### src/rtl/feature_pkg.sv
// Shared definitions for the feature-map BRAM read path.
//   DEF_ADDR_W / DEF_DATA_W / DEF_DIM_W : default widths for reader instances
//   RD_LATENCY : registered read latency of feature_bram (clocks)
//   FIFO_DEPTH : output skid FIFO depth; also the read credit limit
//   COUNT_W    : width of a 0..FIFO_DEPTH occupancy count
//   state_t    : reader FSM states
package feature_pkg;

  localparam int DEF_ADDR_W = 12;
  localparam int DEF_DATA_W = 8;
  localparam int DEF_DIM_W  = 12;
  localparam int RD_LATENCY = 1;
  localparam int FIFO_DEPTH = 4;
  localparam int COUNT_W    = $clog2(FIFO_DEPTH + 1);

  typedef enum logic [1:0] {
    ST_IDLE,
    ST_RUN,
    ST_DRAIN
  } state_t;

endpackage

### src/rtl/stream_fifo.sv
// Small synchronous FIFO used as the reader's output buffer.
// Ports:
//   clk, reset   : clock, synchronous active-low reset (flushes pointers/count)
//   push, din    : write request and word
//   pop          : read request (head advances); ignored when empty
//   dout         : head word, meaningful only while !empty
//   full, empty  : occupancy flags
//   count        : current occupancy, 0..FIFO_DEPTH
module stream_fifo
  import feature_pkg::*;
#(
  parameter int W = DEF_DATA_W + 2
) (
  input  logic               clk,
  input  logic               reset,
  input  logic               push,
  input  logic [W-1:0]       din,
  input  logic               pop,
  output logic [W-1:0]       dout,
  output logic               full,
  output logic               empty,
  output logic [COUNT_W-1:0] count
);

  localparam int PTR_W = $clog2(FIFO_DEPTH);

  logic [W-1:0]     mem [FIFO_DEPTH];
  logic [PTR_W-1:0] wr_ptr;
  logic [PTR_W-1:0] rd_ptr;
  logic             do_push;
  logic             do_pop;

  assign full    = (count == COUNT_W'(FIFO_DEPTH));
  assign empty   = (count == '0);
  // A push into a full FIFO is accepted only when the head leaves the same cycle.
  assign do_push = push && (!full || pop);
  assign do_pop  = pop && !empty;
  assign dout    = mem[rd_ptr];

  // NOTE: sequential state uses non-blocking (<=) so every flop samples
  // pre-edge values regardless of block ordering.
  always_ff @(posedge clk) begin
    if (!reset) begin
      wr_ptr <= '0;
      rd_ptr <= '0;
      count  <= '0;
    end else begin
      if (do_push) wr_ptr <= wr_ptr + PTR_W'(1);
      if (do_pop)  rd_ptr <= rd_ptr + PTR_W'(1);
      count <= count + COUNT_W'(do_push) - COUNT_W'(do_pop);
    end
  end

  // NOTE: storage is deliberately not reset; pointers/count define validity
  // and the consumer masks the head while empty, so no reset fan-out is needed.
  always_ff @(posedge clk) begin
    if (do_push) mem[wr_ptr] <= din;
  end

endmodule

### src/rtl/feature_bram_reader.sv
// Raster-order region reader for feature_bram.
// Walks width x height pixels starting at base_addr (rows row_pitch apart),
// drives the BRAM read address, absorbs the 1-clk read latency and emits the
// pixels on a valid/ready stream at up to 1 pixel/clk.
// Ports:
//   clk, reset            : clock, synchronous active-low reset
//   start                 : command strobe, sampled only while idle
//   base_addr, width,
//   height, row_pitch     : region description, latched on start
//   rd_addr / rd_data     : BRAM read port (data valid 1 clk after address)
//   m_data, m_valid,
//   m_ready, m_row_last,
//   m_last                : output pixel stream with row/region end tags
//   busy                  : region in progress
//   done                  : 1-clk pulse after the final beat (or on an empty region)
module feature_bram_reader
  import feature_pkg::*;
#(
  parameter int ADDR_W = DEF_ADDR_W,
  parameter int DATA_W = DEF_DATA_W,
  parameter int DIM_W  = DEF_DIM_W
) (
  input  logic              clk,
  input  logic              reset,
  input  logic              start,
  input  logic [ADDR_W-1:0] base_addr,
  input  logic [DIM_W-1:0]  width,
  input  logic [DIM_W-1:0]  height,
  input  logic [ADDR_W-1:0] row_pitch,
  output logic [ADDR_W-1:0] rd_addr,
  input  logic [DATA_W-1:0] rd_data,
  output logic [DATA_W-1:0] m_data,
  output logic              m_valid,
  input  logic              m_ready,
  output logic              m_row_last,
  output logic              m_last,
  output logic              busy,
  output logic              done
);

  state_t state_q, state_d;

  logic [DIM_W-1:0]  w_q, h_q, col_q, row_q;
  logic [ADDR_W-1:0] pitch_q, row_start_q, rd_addr_q;

  // In-flight pipe: stage 0 tracks the address on rd_addr, stage 1 the word
  // the BRAM is presenting on rd_data.
  logic p0_valid_q, p0_row_last_q, p0_last_q;
  logic p1_valid_q, p1_row_last_q, p1_last_q;
  logic done_q;

  logic               accept, reject, issue_run, credit_ok;
  logic               col_wrap, run_row_last, run_last, acc_row_last, acc_last;
  logic [DIM_W-1:0]   nxt_col, nxt_row;
  logic [ADDR_W-1:0]  nxt_addr, nxt_row_start;
  logic               beat, final_beat;

  logic [DATA_W+1:0]  fifo_din, fifo_dout;
  logic               fifo_push, fifo_pop, fifo_full, fifo_empty;
  logic [COUNT_W-1:0] fifo_count;

  // NOTE: every always_comb output gets a default first so no path leaves a
  // signal unassigned (which would infer a latch).
  always_comb begin
    accept        = 1'b0;
    reject        = 1'b0;
    issue_run     = 1'b0;
    state_d       = state_q;

    // Credit: buffered words plus reads still in the pipe never exceed the
    // FIFO depth, so every issued read has a slot waiting for it.
    credit_ok = (fifo_count + COUNT_W'(p0_valid_q) + COUNT_W'(p1_valid_q))
                < COUNT_W'(FIFO_DEPTH);

    col_wrap      = (col_q == w_q - DIM_W'(1));
    nxt_col       = col_wrap ? '0 : col_q + DIM_W'(1);
    nxt_row       = col_wrap ? row_q + DIM_W'(1) : row_q;
    nxt_row_start = col_wrap ? row_start_q + pitch_q : row_start_q;
    nxt_addr      = col_wrap ? row_start_q + pitch_q : rd_addr_q + ADDR_W'(1);
    run_row_last  = (nxt_col == w_q - DIM_W'(1));
    run_last      = run_row_last && (nxt_row == h_q - DIM_W'(1));

    acc_row_last  = (width == DIM_W'(1));
    acc_last      = acc_row_last && (height == DIM_W'(1));

    beat          = m_valid && m_ready;
    final_beat    = beat && m_last;

    case (state_q)
      ST_IDLE: begin
        if (start) begin
          if (width == '0 || height == '0) begin
            reject = 1'b1;
          end else begin
            accept  = 1'b1;
            state_d = acc_last ? ST_DRAIN : ST_RUN;
          end
        end
      end
      ST_RUN: begin
        issue_run = credit_ok;
        if (credit_ok && run_last) state_d = ST_DRAIN;
      end
      ST_DRAIN: begin
        // The tagged last beat is also the last word pushed, so its transfer
        // implies the FIFO and the pipe are empty.
        if (final_beat) state_d = ST_IDLE;
      end
      default: state_d = ST_IDLE;
    endcase
  end

  always_ff @(posedge clk) begin
    if (!reset) state_q <= ST_IDLE;
    else        state_q <= state_d;
  end

  always_ff @(posedge clk) begin
    if (!reset) begin
      w_q           <= '0;
      h_q           <= '0;
      col_q         <= '0;
      row_q         <= '0;
      pitch_q       <= '0;
      row_start_q   <= '0;
      rd_addr_q     <= '0;
      p0_valid_q    <= 1'b0;
      p0_row_last_q <= 1'b0;
      p0_last_q     <= 1'b0;
      p1_valid_q    <= 1'b0;
      p1_row_last_q <= 1'b0;
      p1_last_q     <= 1'b0;
      done_q        <= 1'b0;
    end else begin
      p1_valid_q    <= p0_valid_q;
      p1_row_last_q <= p0_row_last_q;
      p1_last_q     <= p0_last_q;
      p0_valid_q    <= accept || issue_run;
      p0_row_last_q <= accept ? acc_row_last : run_row_last;
      p0_last_q     <= accept ? acc_last : run_last;
      done_q        <= reject || (state_q == ST_DRAIN && final_beat);

      if (accept) begin
        w_q         <= width;
        h_q         <= height;
        pitch_q     <= row_pitch;
        col_q       <= '0;
        row_q       <= '0;
        row_start_q <= base_addr;
        rd_addr_q   <= base_addr;
      end else if (issue_run) begin
        col_q       <= nxt_col;
        row_q       <= nxt_row;
        row_start_q <= nxt_row_start;
        rd_addr_q   <= nxt_addr;
      end
    end
  end

  assign fifo_din  = {p1_row_last_q, p1_last_q, rd_data};
  assign fifo_push = p1_valid_q;
  assign fifo_pop  = beat;

  stream_fifo #(.W(DATA_W + 2)) u_fifo (
    .clk   (clk),
    .reset (reset),
    .push  (fifo_push),
    .din   (fifo_din),
    .pop   (fifo_pop),
    .dout  (fifo_dout),
    .full  (fifo_full),
    .empty (fifo_empty),
    .count (fifo_count)
  );

  // Head fields are masked while empty so the stream outputs read 0 after
  // reset even though the FIFO storage itself is not cleared.
  assign m_valid    = !fifo_empty;
  assign m_data     = fifo_empty ? '0 : fifo_dout[DATA_W-1:0];
  assign m_row_last = !fifo_empty && fifo_dout[DATA_W+1];
  assign m_last     = !fifo_empty && fifo_dout[DATA_W];

  assign rd_addr = rd_addr_q;
  assign busy    = (state_q != ST_IDLE);
  assign done    = done_q;

endmodule

### config.mk
export PLATFORM = sky130hd
export DESIGN_NAME = feature_bram_reader
export DESIGN_NICKNAME = d
export VERILOG_FILES = /design/src/rtl/feature_pkg.sv /design/src/rtl/stream_fifo.sv /design/src/rtl/feature_bram_reader.sv
export SDC_FILE = /design/constraint.sdc
export NUM_CORES = 1
export LEC_CHECK = 0
export ABC_AREA = 1
export CAP_MARGIN = 30
export CORE_UTILIZATION = 64
export CTS_CLUSTER_SIZE = 25
export DETAILED_ROUTE_END_ITERATION = 8
export DONT_BUFFER_PORTS = 1
export PLACE_DENSITY = 0.85
export SYNTH_ARGS = -nofsm -noshare
export SYNTH_HDL_FRONTEND = slang
export SYNTH_SLANG_ARGS = --single-unit
### constraint.sdc
create_clock -name clk -period 3.46 [get_ports clk]
set_input_delay 0.346 -clock clk [delete_from_list [all_inputs] [get_ports clk]]
set_output_delay 0.346 -clock clk [all_outputs]
set_load 0.1 [all_outputs]
**Yosys cells after proc, flatten, opt, wreduce, memory -nomap -nowiden**

Memory sizes are Yosys's and may differ from the RTL's. A register that Yosys moved wholly into a read port is not among the register bits.
Index checks and enable logic that the tools add are counted.

- Flip-flop bits (word level): 100
- Bits in writable memories: 40
- Logic and storage cells: 99
- Memories kept: 1

Memory list:

| name | depth | width | rd ports | clocked after Yosys merged registers in | write ports | RTL line | text |
|---|---|---|---|---|---|---|---|
| u_fifo.mem | 4 | 10 | 1 | 1 | 1 | stream_fifo.sv:27 | `logic [W-1:0] mem [FIFO_DEPTH];` |

- Add/subtract/negate cells: 12
- $lt $le $gt $ge: 1
- Eq/ne operators: 12
- Muxes and demuxes: 28
- Bitwise logic cells: 1
- Reductions and logical operators: 26

Operator list:

| cell | count |
|---|---|
| 2-to-1 mux 12 bit | 8 |
| adder 12 x 1 -> 12 bit (second input constant) | 3 |
| == test 12 bit | 3 |
| == test 12 x 1 -> 1 bit (second input constant) | 2 |
| logical NOT 12 bit | 2 |
| subtractor 12 x 1 -> 12 bit (second input constant) | 2 |
| 2-to-1 mux 2 bit | 7 |
| adder 12 bit | 1 |
| 2-to-1 mux 1 bit | 11 |
| logical AND 1 bit | 10 |
| adder 3 x 1 -> 3 bit | 3 |
| 2-to-1 mux 8 bit | 1 |
| inequality test 2 bit (second input constant) | 4 |
| case mux 2 bit (3 select lines) | 1 |
| nonzero test 2 bit | 3 |
| adder 2 x 1 -> 2 bit (second input constant) | 2 |
| logical OR 1 bit | 4 |
| AND reduction 4 bit | 1 |
| == test 3 bit (second input constant) | 1 |
| logical NOT 3 bit | 1 |
| < comparator 3 bit (second input constant) | 1 |
| subtractor 3 x 1 -> 3 bit | 1 |
| == test 2 x 1 -> 1 bit (second input constant) | 1 |
| == test 2 bit (second input constant) | 1 |
| other kinds (5) | 6 |

**Longest topological paths before layout**

Gate-level depths: netlist of the first run.

- Depth after elaboration: 8
- Gate-level depth with buffers: 25

**Modules after synthesis**

A second synthesis of the first run with hierarchy kept.

- Cell total of the unflattened synthesis: 1137
- Area total of the unflattened synthesis: 8244.2 um^2

By module, submodules not included:

| module | times used | cells each | area each (um^2) |
|---|---|---|---|
| feature_bram_reader | 1 | 969 | 6257.3 |
| stream_fifo | 1 | 168 | 1986.9 |

**Least setup slack after synthesis of the first run**

Ideal clock, no wire load.

- Kind: register to output
- Start: register (tool-made name)
- End: output m_data[6]
- Arrival: 2.590 ns
- Slack: 0.524 ns
- Cell stages (with the launch flop): 7
- Path buffers: 2
- Cell sequence: dfxtp_1 clkbuf_1 buf_1 nor2_1 nor2_1 o21ai_0 a21oi_1

RTL lines:

| element | RTL line | text |
|---|---|---|
| end, declared | feature_bram_reader.sv:32 | `output logic [DATA_W-1:0] m_data,` |

**Final worst setup path of the first run**

- Start: register w_q[0]
- End: register row_start_q[3]

- Longest elaborated chain between the ends: 4

RTL lines:

| element | RTL line | text |
|---|---|---|
| start, declared | feature_bram_reader.sv:43 | `logic [DIM_W-1:0] w_q, h_q, col_q, row_q;` |
| start signal, assigned | feature_bram_reader.sv:144 | `w_q <= width;` |
| subtractor 12 x 1 -> 12 bit | feature_bram_reader.sv:75 | `col_wrap = (col_q == w_q - DIM_W'(1));` |
| == test 12 bit | feature_bram_reader.sv:75 |  |
| nonzero test 2 bit (no line) | - |  |
| AND reduction 2 bit (no line) | - |  |
| end signal, assigned | feature_bram_reader.sv:149 | `row_start_q <= base_addr;` |
| end signal, assigned | feature_bram_reader.sv:154 | `row_start_q <= nxt_row_start;` |
| end, declared | feature_bram_reader.sv:44 | `logic [ADDR_W-1:0] pitch_q, row_start_q, rd_addr_q;` |

Every way passes these cells.
A chain may end at the register's enable or synchronous reset.

==> results of run 1 <==
==> cell usage after synthesis, drive strengths merged <==
library cell and n:
clkinv 1, o31ai 1, nor3b 2, o211ai 4, ha 23, a31oi 18, nand3 67, a21oi 76
xor2 36, nor2 147, a21o 2, nand3b 15, o21ai 111, xnor2 13, or2 4, nor3 12
or3 1, inv 120, edfxtp 40, fa 2, o21bai 1, dfxtp 102, nand2 249, nand4 6
buf 9, clkbuf 33, o221ai 3, a211o 1, nor4 13
==> cells by family after synthesis <==
kind of cell             after synthesis  synth area share [%]
AND/OR/NAND/NOR                      516                  28.4
AO/OA/AOI/OAI                        217                  14.2
buffers and inverters                163                  7.90
flip-flops                           142                  40.2
XOR/XNOR                              49                  5.31
adder cells (fa/ha/maj)               25                  4.06
==> critical path, cell delays in order, from the launching register on <==
cell	delay, ns
dfxtp_1	0.34
inv_1	0.20
ha_2	0.33
nand2_2	0.10
nor2_2	0.17
nand2_1	0.07
nand2_1	0.06
nand3_1	0.07
nand2_1	0.09
nand2_1	0.09
nor2_4	0.12
nand2_4	0.29
nor2_4	0.25
inv_1	0.15
nand2_1	0.20
inv_1	0.20
nor2_1	0.18
nor2_1	0.07
==> sequential cells by signal, indices dropped and copies added, names as in the netlist, 2 cells and up, named ones only <==
signal / flops
h_q: 12
pitch_q: 12
state_q: 2
u_fifo.mem: 40
u_fifo.wr_ptr: 2
row_q: 12
rd_addr: 12
w_q: 12
col_q: 12
u_fifo.rd_ptr: 2
row_start_q: 12
u_fifo.count: 3
==> cell usage in the layout, fill, tap and decap left out, drive strengths merged <==
cell / count
dfxtp: 102
a31oi: 18
a211o: 1
nand3: 67
nor3: 12
nand4: 6
nor4: 13
bufinv: 1
o221ai: 3
o21bai: 1
o21ai: 111
fa: 2
buf: 34
clkinvlp: 4
xor2: 36
edfxtp: 40
xnor2: 13
nand2: 249
ha: 23
o211ai: 4
nor3b: 2
nor2: 147
inv: 121
a21o: 2
a21oi: 76
clkinv: 4
o31ai: 1
or2: 4
clkbuf: 23
nand3b: 15
or3: 1
==> stage by stage <==
step           setup slack, ns  total power, mW
3_5_place_dp             0.271             4.30
2_1_floorplan            0.524             3.79
6_report                 0.354             6.04
3_3_place_gp             0.389             4.23
5_1_grt                 0.0419             6.33
4_1_cts                  0.245             6.03
==> worst paths after layout <==
| kind | from | to | slack [ns] | cells past startpoint |
|---|---|---|---|---|
| worst max-delay path | w_q[0]$_SDFFE_PN0P_ | row_start_q[3]$_SDFFE_PN0P_ | 0.35 | 17 |
| worst max register to register | w_q[0]$_SDFFE_PN0P_ | row_start_q[3]$_SDFFE_PN0P_ | 0.35 | 17 |
| worst min-delay path | rd_data[7] | u_fifo.mem[3][7]$_DFFE_PP_ | 0.02 | 0 |
| worst min register to register | p0_last_q$_SDFF_PN0_ | p1_last_q$_SDFF_PN0_ | 0.42 | 2 |
==> repair_timing <==
item | CTS | global route
endpoints found under the setup margin | 0 | 3
hold buffers | 0 | 0
resized for setup | 0 | 2
==> power groups by stage <==
| stage | registers (mW) | clock network [mW] | logic (mW) |
|---|---|---|---|
| after floorplan | 2.11 | 0 | 1.67 |
| after global placement | 2.04 | 0 | 2.19 |
| after detailed placement | 2.04 | 0 | 2.25 |
| after CTS | 2.01 | 1.75 | 2.27 |
| after global routing | 2.03 | 1.83 | 2.48 |
| final | 2.01 | 1.74 | 2.29 |
==> layer usage <==
metal | vias to the layer above | wire (um) | global-route usage, % | share of wire [%]
met1 | 3381 | 8370 | 37.9 | 42
li1 | 3672 | - | - | -
met3 | 39 | 1260 | 6.67 | 6.4
met2 | 246 | 9680 | 54.0 | 49
met5 | - | 0 | 0 | 0
met4 | 0 | 452 | 11.5 | 2.3
==> cell type report <==
class	count	area [sq um]	area share, %
multi-input combinational	807	4250	47.3
sequential	142	3240	36.1
clock buffer	23	478	5.33
inverter	121	454	5.06
timing repair buffer	34	255	2.84
tap	168	210	2.34
clock inverter	9	85.1	0.948
==> impl_metrics.toml, run 1 <==
[yosys]
synth_top_area_share_pct = 25.3
ys_ff_latch = 142
synth_fp_nets = 1197
synth_area_leaders = "dfxtp_1, edfxtp_1, nand2_1"
synth.distinct_cells = 41
synth_warnings = 0
synth_top_area_cell = "dfxtp_1"
yosysSeqAreaShare_pct = 40.2
syn_area_sq_um = 8080
syn_inst = 1112
synth_area_per_cell_sq_um = 7.26

[floorplan]
dieArea_sq_um = 13100
row_count = 40
die_w_um = 114
start_util_pct = 66.4
core_area_sq_um = 12200
die_h_um = 114
boundaryPins = 85

[timing]
min_period_ns = 3.11
max_freq_mhz = 322
skew_ns = 0.00760
slew_violations = 0
tns_ns = 0
worst_slew_pin_slew_ns = 1.01
setup-violations-final = 0
holdWs_ns = 0.0175
maxSlewHeadroom_pct = 32.4
fin_crit_sh_pct = 89.8
rsz0062_at_grt = "no"
finalHoldViolations = 0

[global_routing]
gr-usage-all-layers_pct = 31.1
overflow = 0
grt_pass1_wl_um = 31700
grt_max_degree = 58
grt_pass1_vias = 6942
antenna_found_initial = 0

[clock_tree]
cts_setup_buffers = 0
cts_inserted_buffers = 17
cts_tree = "done"
cts_root_buf = "clkbuf_16"
cts_sinks = 142
h-tree-depth = 4
insertion_delay_ns = 0.42
path_clk_slew_ns = 0.06
clockBufferDepth = 2

[critical_path]
cp-end-kind = "flop"
arrival_ns = 3.42
crit_fanout = 42
criticalPathCategory = "flop to flop"
crit_required_ns = 3.77
critPathLaunchType = "flop"

[route]
drt_wl_total_um = 19800
num_vias = 7338
viasPerCell = 5.63
dr.pass1.iters = 5
avgRoutedWirePerCell_um = 15.2
drc = 0
drt.antenna.violating_nets = 0
drt-initial-drc-count = 666

[power]
max-vdd-ir-drop_v = 0.000539
p_leak_nw = 3.90
pwr-share-seq_pct = 33.3
power.density_nw_per_um2 = 673
p_sw_share_pct = 41.9
clkPwrFrac_pct = 28.8
combPwrFrac_pct = 37.9
p_switching_mw = 2.53
p_int_mw = 3.51

[cells_and_area]
final_layout_size_suffix_gt1_share_pct = 9.95
insertedDiodeCount = 0
area_delta_synth_final_pct = 11.1
n_fill_cell = 940
finalNonFillerCells = 1304
design_area_sq_um = 8970
final_nets = 1208
fin_util_pct = 73.8

[placed_design]
gp_congestion = 0.908
place_hpwl_um = 14100
dpl_cell_area_sq_um = 8400
portBuffers = 0
placed_cells = 1272

[flow_run]
drv_cap = 0

[run_status]
status = "finished clean"

[min_path]
hold_class = "input port to flop"
(Power assumes the default switching activity.)
==> run 2, diff against run 1 <==
CELL_PAD_IN_SITES_DETAIL_PLACEMENT = 0   (was default)
CELL_PAD_IN_SITES_GLOBAL_PLACEMENT = 1   (was default)
CORE_UTILIZATION = 47   (was 64)
SKIP_CTS_REPAIR_TIMING = 1   (was default)
==> run 2 against run 1 <==
  * Core utilization decreased by 19 points
  * Largest cell class unchanged
  * Highest routed layer unchanged
  * Clock power decreased by 3%
  * Sequential power about the same
  * Combinational power about the same
  * Via count decreased by 3.1%
  * Flip-flop and latch count unchanged
  * First-iteration DRC count decreased by 34%
==> impl_metrics.toml, run 2 (synthesis gave the netlist of run 1 again) <==
[power]
p_int_mw = 3.40
power.density_nw_per_um2 = 657
p_sw_share_pct = 43.1
p_switching_mw = 2.58
combPwrFrac_pct = 38.4
p_leak_nw = 3.92
max-vdd-ir-drop_v = 0.000688
pwr-share-seq_pct = 33.5
power_mw = 5.98
clkPwrFrac_pct = 28.1

[cells_and_area]
insertedDiodeCount = 0
largest_reg_flops = 40
design_area_sq_um = 9090
regArea_sq_um = 3240
area_delta_synth_final_pct = 12.6
final_layout_size_suffix_gt1_share_pct = 10.2
final_nets = 1214
n_fill_cell = 1607
top_register = "u_fifo.mem"
layout_common_cells = "nand2_1, nor2_1, inv_1"
multi_input_area_sq_um = 4260
final_common_cell = "nand2_1"

[floorplan]
row_count = 47
die_w_um = 133
start_util_pct = 48.4
core_area_sq_um = 16700
boundaryPins = 85
dieArea_sq_um = 17700
die_h_um = 133

[global_routing]
grt_max_degree = 58
grt_pass1_vias = 6632
overflow = 0
grt_pass1_wl_um = 32800
antenna_found_initial = 0
gr-usage-all-layers_pct = 23.4

[clock_tree]
path_clk_slew_ns = 0.06
cts_sinks = 142
cts_root_buf = "clkbuf_16"
clockBufferDepth = 2
h-tree-depth = 4
cts_inserted_buffers = 17
insertion_delay_ns = 0.42
cts_tree = "done"

[timing]
worst_slew_pin_slew_ns = 0.997
finalHoldViolations = 0
rsz0062_at_grt = "no"
min_period_ns = 3.02
maxSlewHeadroom_pct = 33.3
max_freq_mhz = 332
tns_ns = 0
slew_violations = 0
fin_crit_sh_pct = 87.2
setup-violations-final = 0
skew_ns = 0.0126
layout_setup_ws_ns = 0.444

[route]
drt-initial-drc-count = 442
drc = 0
dr.pass1.iters = 5
viasPerCell = 5.22
drt.antenna.violating_nets = 0
num_vias = 7111
drt_wl_total_um = 19900
avgRoutedWirePerCell_um = 14.6

[critical_path]
crit_fanout = 42
crit_required_ns = 3.80
arrival_ns = 3.36
criticalPathCategory = "flop to flop"
critPathLaunchType = "flop"
cp-end-kind = "flop"

[flow_run]
drv_cap = 0

[placed_design]
dpl_cell_area_sq_um = 8470
place_hpwl_um = 14100
place_ws_ns = 0.323
portBuffers = 0
gp_congestion = 0.817

[min_path]
hold_class = "input port to flop"

[run_status]
status = "finished clean"
-- run 2: cell types whose count changed in the layout (fill, tap and decap cells not counted), moves of 2 or more --
| cell | previous run | this run |
|---|---|---|
| clkbuf_1 | 3 | 1 |
| clkbuf_8 | 3 | 0 |
| clkinv_2 | 0 | 2 |
| clkinv_4 | 1 | 5 |
| clkinvlp_4 | 4 | 0 |
| dlygate4sd3_1 | 0 | 5 |
| inv_6 | 1 | 4 |
-- run 2: metal layers --
layer | share of wire, % | routed length (um) | up-vias | GRT usage (%)
li1 | - | - | 3694 | -
met1 | 47 | 9440 | 3219 | 31.3
met2 | 46 | 9090 | 186 | 37.8
met3 | 6.1 | 1230 | 12 | 6.02
met4 | 0.98 | 195 | 0 | 5.56
met5 | 0 | 0 | - | 0
-- run 2: critical path: stages, from the launching register on --
cell and delay, ns:
dfxtp_1 0.39, inv_1 0.15, ha_2 0.38, nor2_1 0.04, nor2_1 0.10, nand2_1 0.08, nor2_1 0.11, nand2_1 0.05
nor2_1 0.08, nand3_1 0.12, nor2_4 0.18, nand2_8 0.21, nand2_2 0.12, nand2_1 0.05, nand2_1 0.09, nand2_1 0.08
nor2_2 0.13, nand3_2 0.12, nor2_2 0.12, nand3_1 0.08, nand2_1 0.09, nand2_1 0.06, a21oi_2 0.10
-- run 2: cell type report --
type                    instances  area share [%]
multi-input cells             807            46.8
flip-flops and latches        142            35.7
inverters                     121            4.99
clock buffers                  18            4.72
repair buffers                 40            3.58
well taps                     220            3.03
clock inverters                14            1.24
-- run 2: power by group through the flow --
stage	Sequential (mW)	Combinational [mW]	Clock, mW
after CTS	2.00	2.28	1.71
after global placement	2.03	2.26	0
after detailed placement	2.03	2.27	0
final	2.00	2.30	1.68
after floorplan	2.11	1.67	0
after global routing	2.02	2.51	1.79
-- run 2: final timing paths --
kind                                            from                          to  slack (ns)  cells past startpoint
worst max-delay path             w_q[0]$_SDFFE_PN0P_     state_q[1]$_SDFFE_PN0P_        0.44                     22
worst min-delay path                      rd_data[6]  u_fifo.mem[1][6]$_DFFE_PP_        0.02                      0
worst max register to register   w_q[0]$_SDFFE_PN0P_     state_q[1]$_SDFFE_PN0P_        0.44                     22
worst min register to register  p0_last_q$_SDFF_PN0_        p1_last_q$_SDFF_PN0_        0.41                      2
-- run 2: through the flow --
step	instances	utilization [%]	hold slack, ns
floorplan	1112	-	0.390
global placement	1323	50.7	0.402
detailed placement	1324	50.7	0.402
CTS	1356	54.0	0.00553
global route	1362	54.5	0.000133
finish	1362	54.5	0.0192
==> run 3, diff against run 2 <==
PLACE_DENSITY = default   (was 0.85)
PLACE_DENSITY_LB_ADDON = 0.1   (was default)
==> run 3 against run 2 <==
  * Wire length increased by 1.4%
  * Sequential power about the same
  * Non-clock buffer count decreased by 2
  * Die area unchanged
  * Global-route usage increased by 0.70 points
  * Combinational power about the same
  * Hold slack got worse by 0.0042 ns
  * Count of clock-buffer cells in the layout unchanged
  * Largest cell class unchanged
  * Clock skew decreased by 0.0045 ns
  * First-iteration DRC count decreased by 17%
  * Clock power increased by 5%
  * Final area increased by 0.25%
==> impl_metrics.toml, run 3 (synthesis gave the netlist of run 1 again) <==
[route]
drt.antenna.violating_nets = 0
avgRoutedWirePerCell_um = 14.9
viasPerCell = 5.19
drc = 0
drt_wl_total_um = 20200
dr.pass1.iters = 5
drt-initial-drc-count = 368
num_vias = 7063

[clock_tree]
cts_tree = "done"
path_clk_slew_ns = 0.06
clockBufferDepth = 2
cts_sinks = 142
insertion_delay_ns = 0.43
cts_root_buf = "clkbuf_16"
h-tree-depth = 4
cts_inserted_buffers = 17

[timing]
finalHoldViolations = 0
worst_slew_pin_slew_ns = 1.01
setup-violations-final = 0
min_period_ns = 3.00
skew_ns = 0.00812
rsz0062_at_grt = "no"
slew_violations = 0
max_freq_mhz = 334
fin_crit_sh_pct = 86.7
maxSlewHeadroom_pct = 32.8
tns_ns = 0

[cells_and_area]
insertedDiodeCount = 0
area_delta_synth_final_pct = 12.9
final_common_cell = "nand2_1"
largest_reg_flops = 40
final_layout_size_suffix_gt1_share_pct = 10.4
layout_common_cells = "nand2_1, nor2_1, inv_1"
finalNonFillerCells = 1360
n_fill_cell = 1646
final_nets = 1212
top_register = "u_fifo.mem"

[critical_path]
cp_num_buf_inv = 3
crit_family = "simple AND/OR/NAND/NOR gates"
cp-endpoint = "row_start_q[1]$_SDFFE_PN0P_"
critPathMostFrequentCell = "nor2_1"
cp_cell_sequence = "inv_1 > ha_2 > nor2_1 > nor2_1 > nand2_1 > nor2_1 > nand2_1 > nor2_1 > nand3_1 > nor2_4 > nand2_8 > nor2_4 > inv_1 > nand2_1 > inv_1 > o21ai_0 > a21oi_1"
arrival_ns = 3.31
timing.rr.end = "row_start_q[1]$_SDFFE_PN0P_"
crit_cells = 17
reg2reg_slack_ns = 0.46
cp_slowest_stage_delay_ns = 0.39
crit_fanout = 42
cp_slowest_cell = "ha_2"
r2r_start = "w_q[0]$_SDFFE_PN0P_"
crit_required_ns = 3.77
crit_start = "w_q[0]$_SDFFE_PN0P_"
cp-end-kind = "flop"
criticalPathCategory = "flop to flop"
r2r_cells = 17
critPathLaunchType = "flop"

[global_routing]
antenna_found_initial = 0
grt_max_degree = 58
gr-usage-all-layers_pct = 24.1
grt_pass1_vias = 6760
grt_pass1_wl_um = 33700
overflow = 0

[floorplan]
die_h_um = 133
boundaryPins = 85
dieArea_sq_um = 17700
start_util_pct = 48.4
row_count = 47
core_area_sq_um = 16700
die_w_um = 133

[placed_design]
gp_congestion = 0.890
place_hpwl_um = 14800
portBuffers = 0
placed_cells = 1324

[power]
max-vdd-ir-drop_v = 0.000601
power.density_nw_per_um2 = 665
p_leak_nw = 3.93

[flow_run]
drv_cap = 0

[run_status]
status = "finished clean"

[min_path]
hold_class = "input port to flop"
## run 3: metal layers
metal  vias to the layer above  track usage (%)  wire [um]
li1                       3692                -          -
met1                      3201             32.7       9700
met2                       148             39.5       9330
met3                        22             4.37        959
met4                         0             6.45        248
met5                         -                0          0
## run 3: where the power goes
| group | internal, mW | leakage (nW) | switching (mW) | total [mW] |
|---|---|---|---|---|
| sequential | 1.87 | 1.20 | 0.143 | 2.01 |
| combinational | 0.618 | 2.45 | 1.68 | 2.29 |
| clock | 1.00 | 0.273 | 0.760 | 1.76 |
| total | 3.49 | 3.93 | 2.58 | 6.07 |
## run 3: how the worst min path moves through the flow
stage	slack (ns)	startpoint	cells after the start	endpoint
after floorplan	0.39	p0_last_q$_SDFF_PN0_	2	p1_last_q$_SDFF_PN0_
after global placement	0.41	p0_last_q$_SDFF_PN0_	2	p1_last_q$_SDFF_PN0_
after detailed placement	0.40	p0_last_q$_SDFF_PN0_	2	p1_last_q$_SDFF_PN0_
after CTS	0.005	rd_data[4]	0	u_fifo.mem[1][4]$_DFFE_PP_
after global routing	0.0007	rd_data[4]	0	u_fifo.mem[1][4]$_DFFE_PP_
final	0.02	rd_data[2]	0	u_fifo.mem[2][2]$_DFFE_PP_
## run 3: per-stage QoR
step | hold WS (ns) | total power, mW | utilization (%) | cell area (sq um) | setup WS [ns]
floorplan | 0.390 | 3.79 | - | 8080 | 0.524
global placement | 0.410 | 4.32 | 50.8 | 8480 | 0.341
detailed placement | 0.397 | 4.32 | 50.8 | 8490 | 0.294
CTS | 0.00471 | 6.09 | 54.2 | 9050 | 0.260
global route | 0.000665 | 6.42 | 54.6 | 9120 | 0.0646
finish | 0.0150 | 6.07 | 54.6 | 9120 | 0.462
## run 3: final cells by class
type / instances / area [sq um] / area share, %
timing repair buffer: 38 / 327 / 3.58
multi-input combinational: 807 / 4260 / 46.7
clock buffer: 18 / 429 / 4.71
clock inverter: 14 / 134 / 1.47
sequential: 142 / 3240 / 35.6
tap: 220 / 275 / 3.02
inverter: 121 / 454 / 4.98
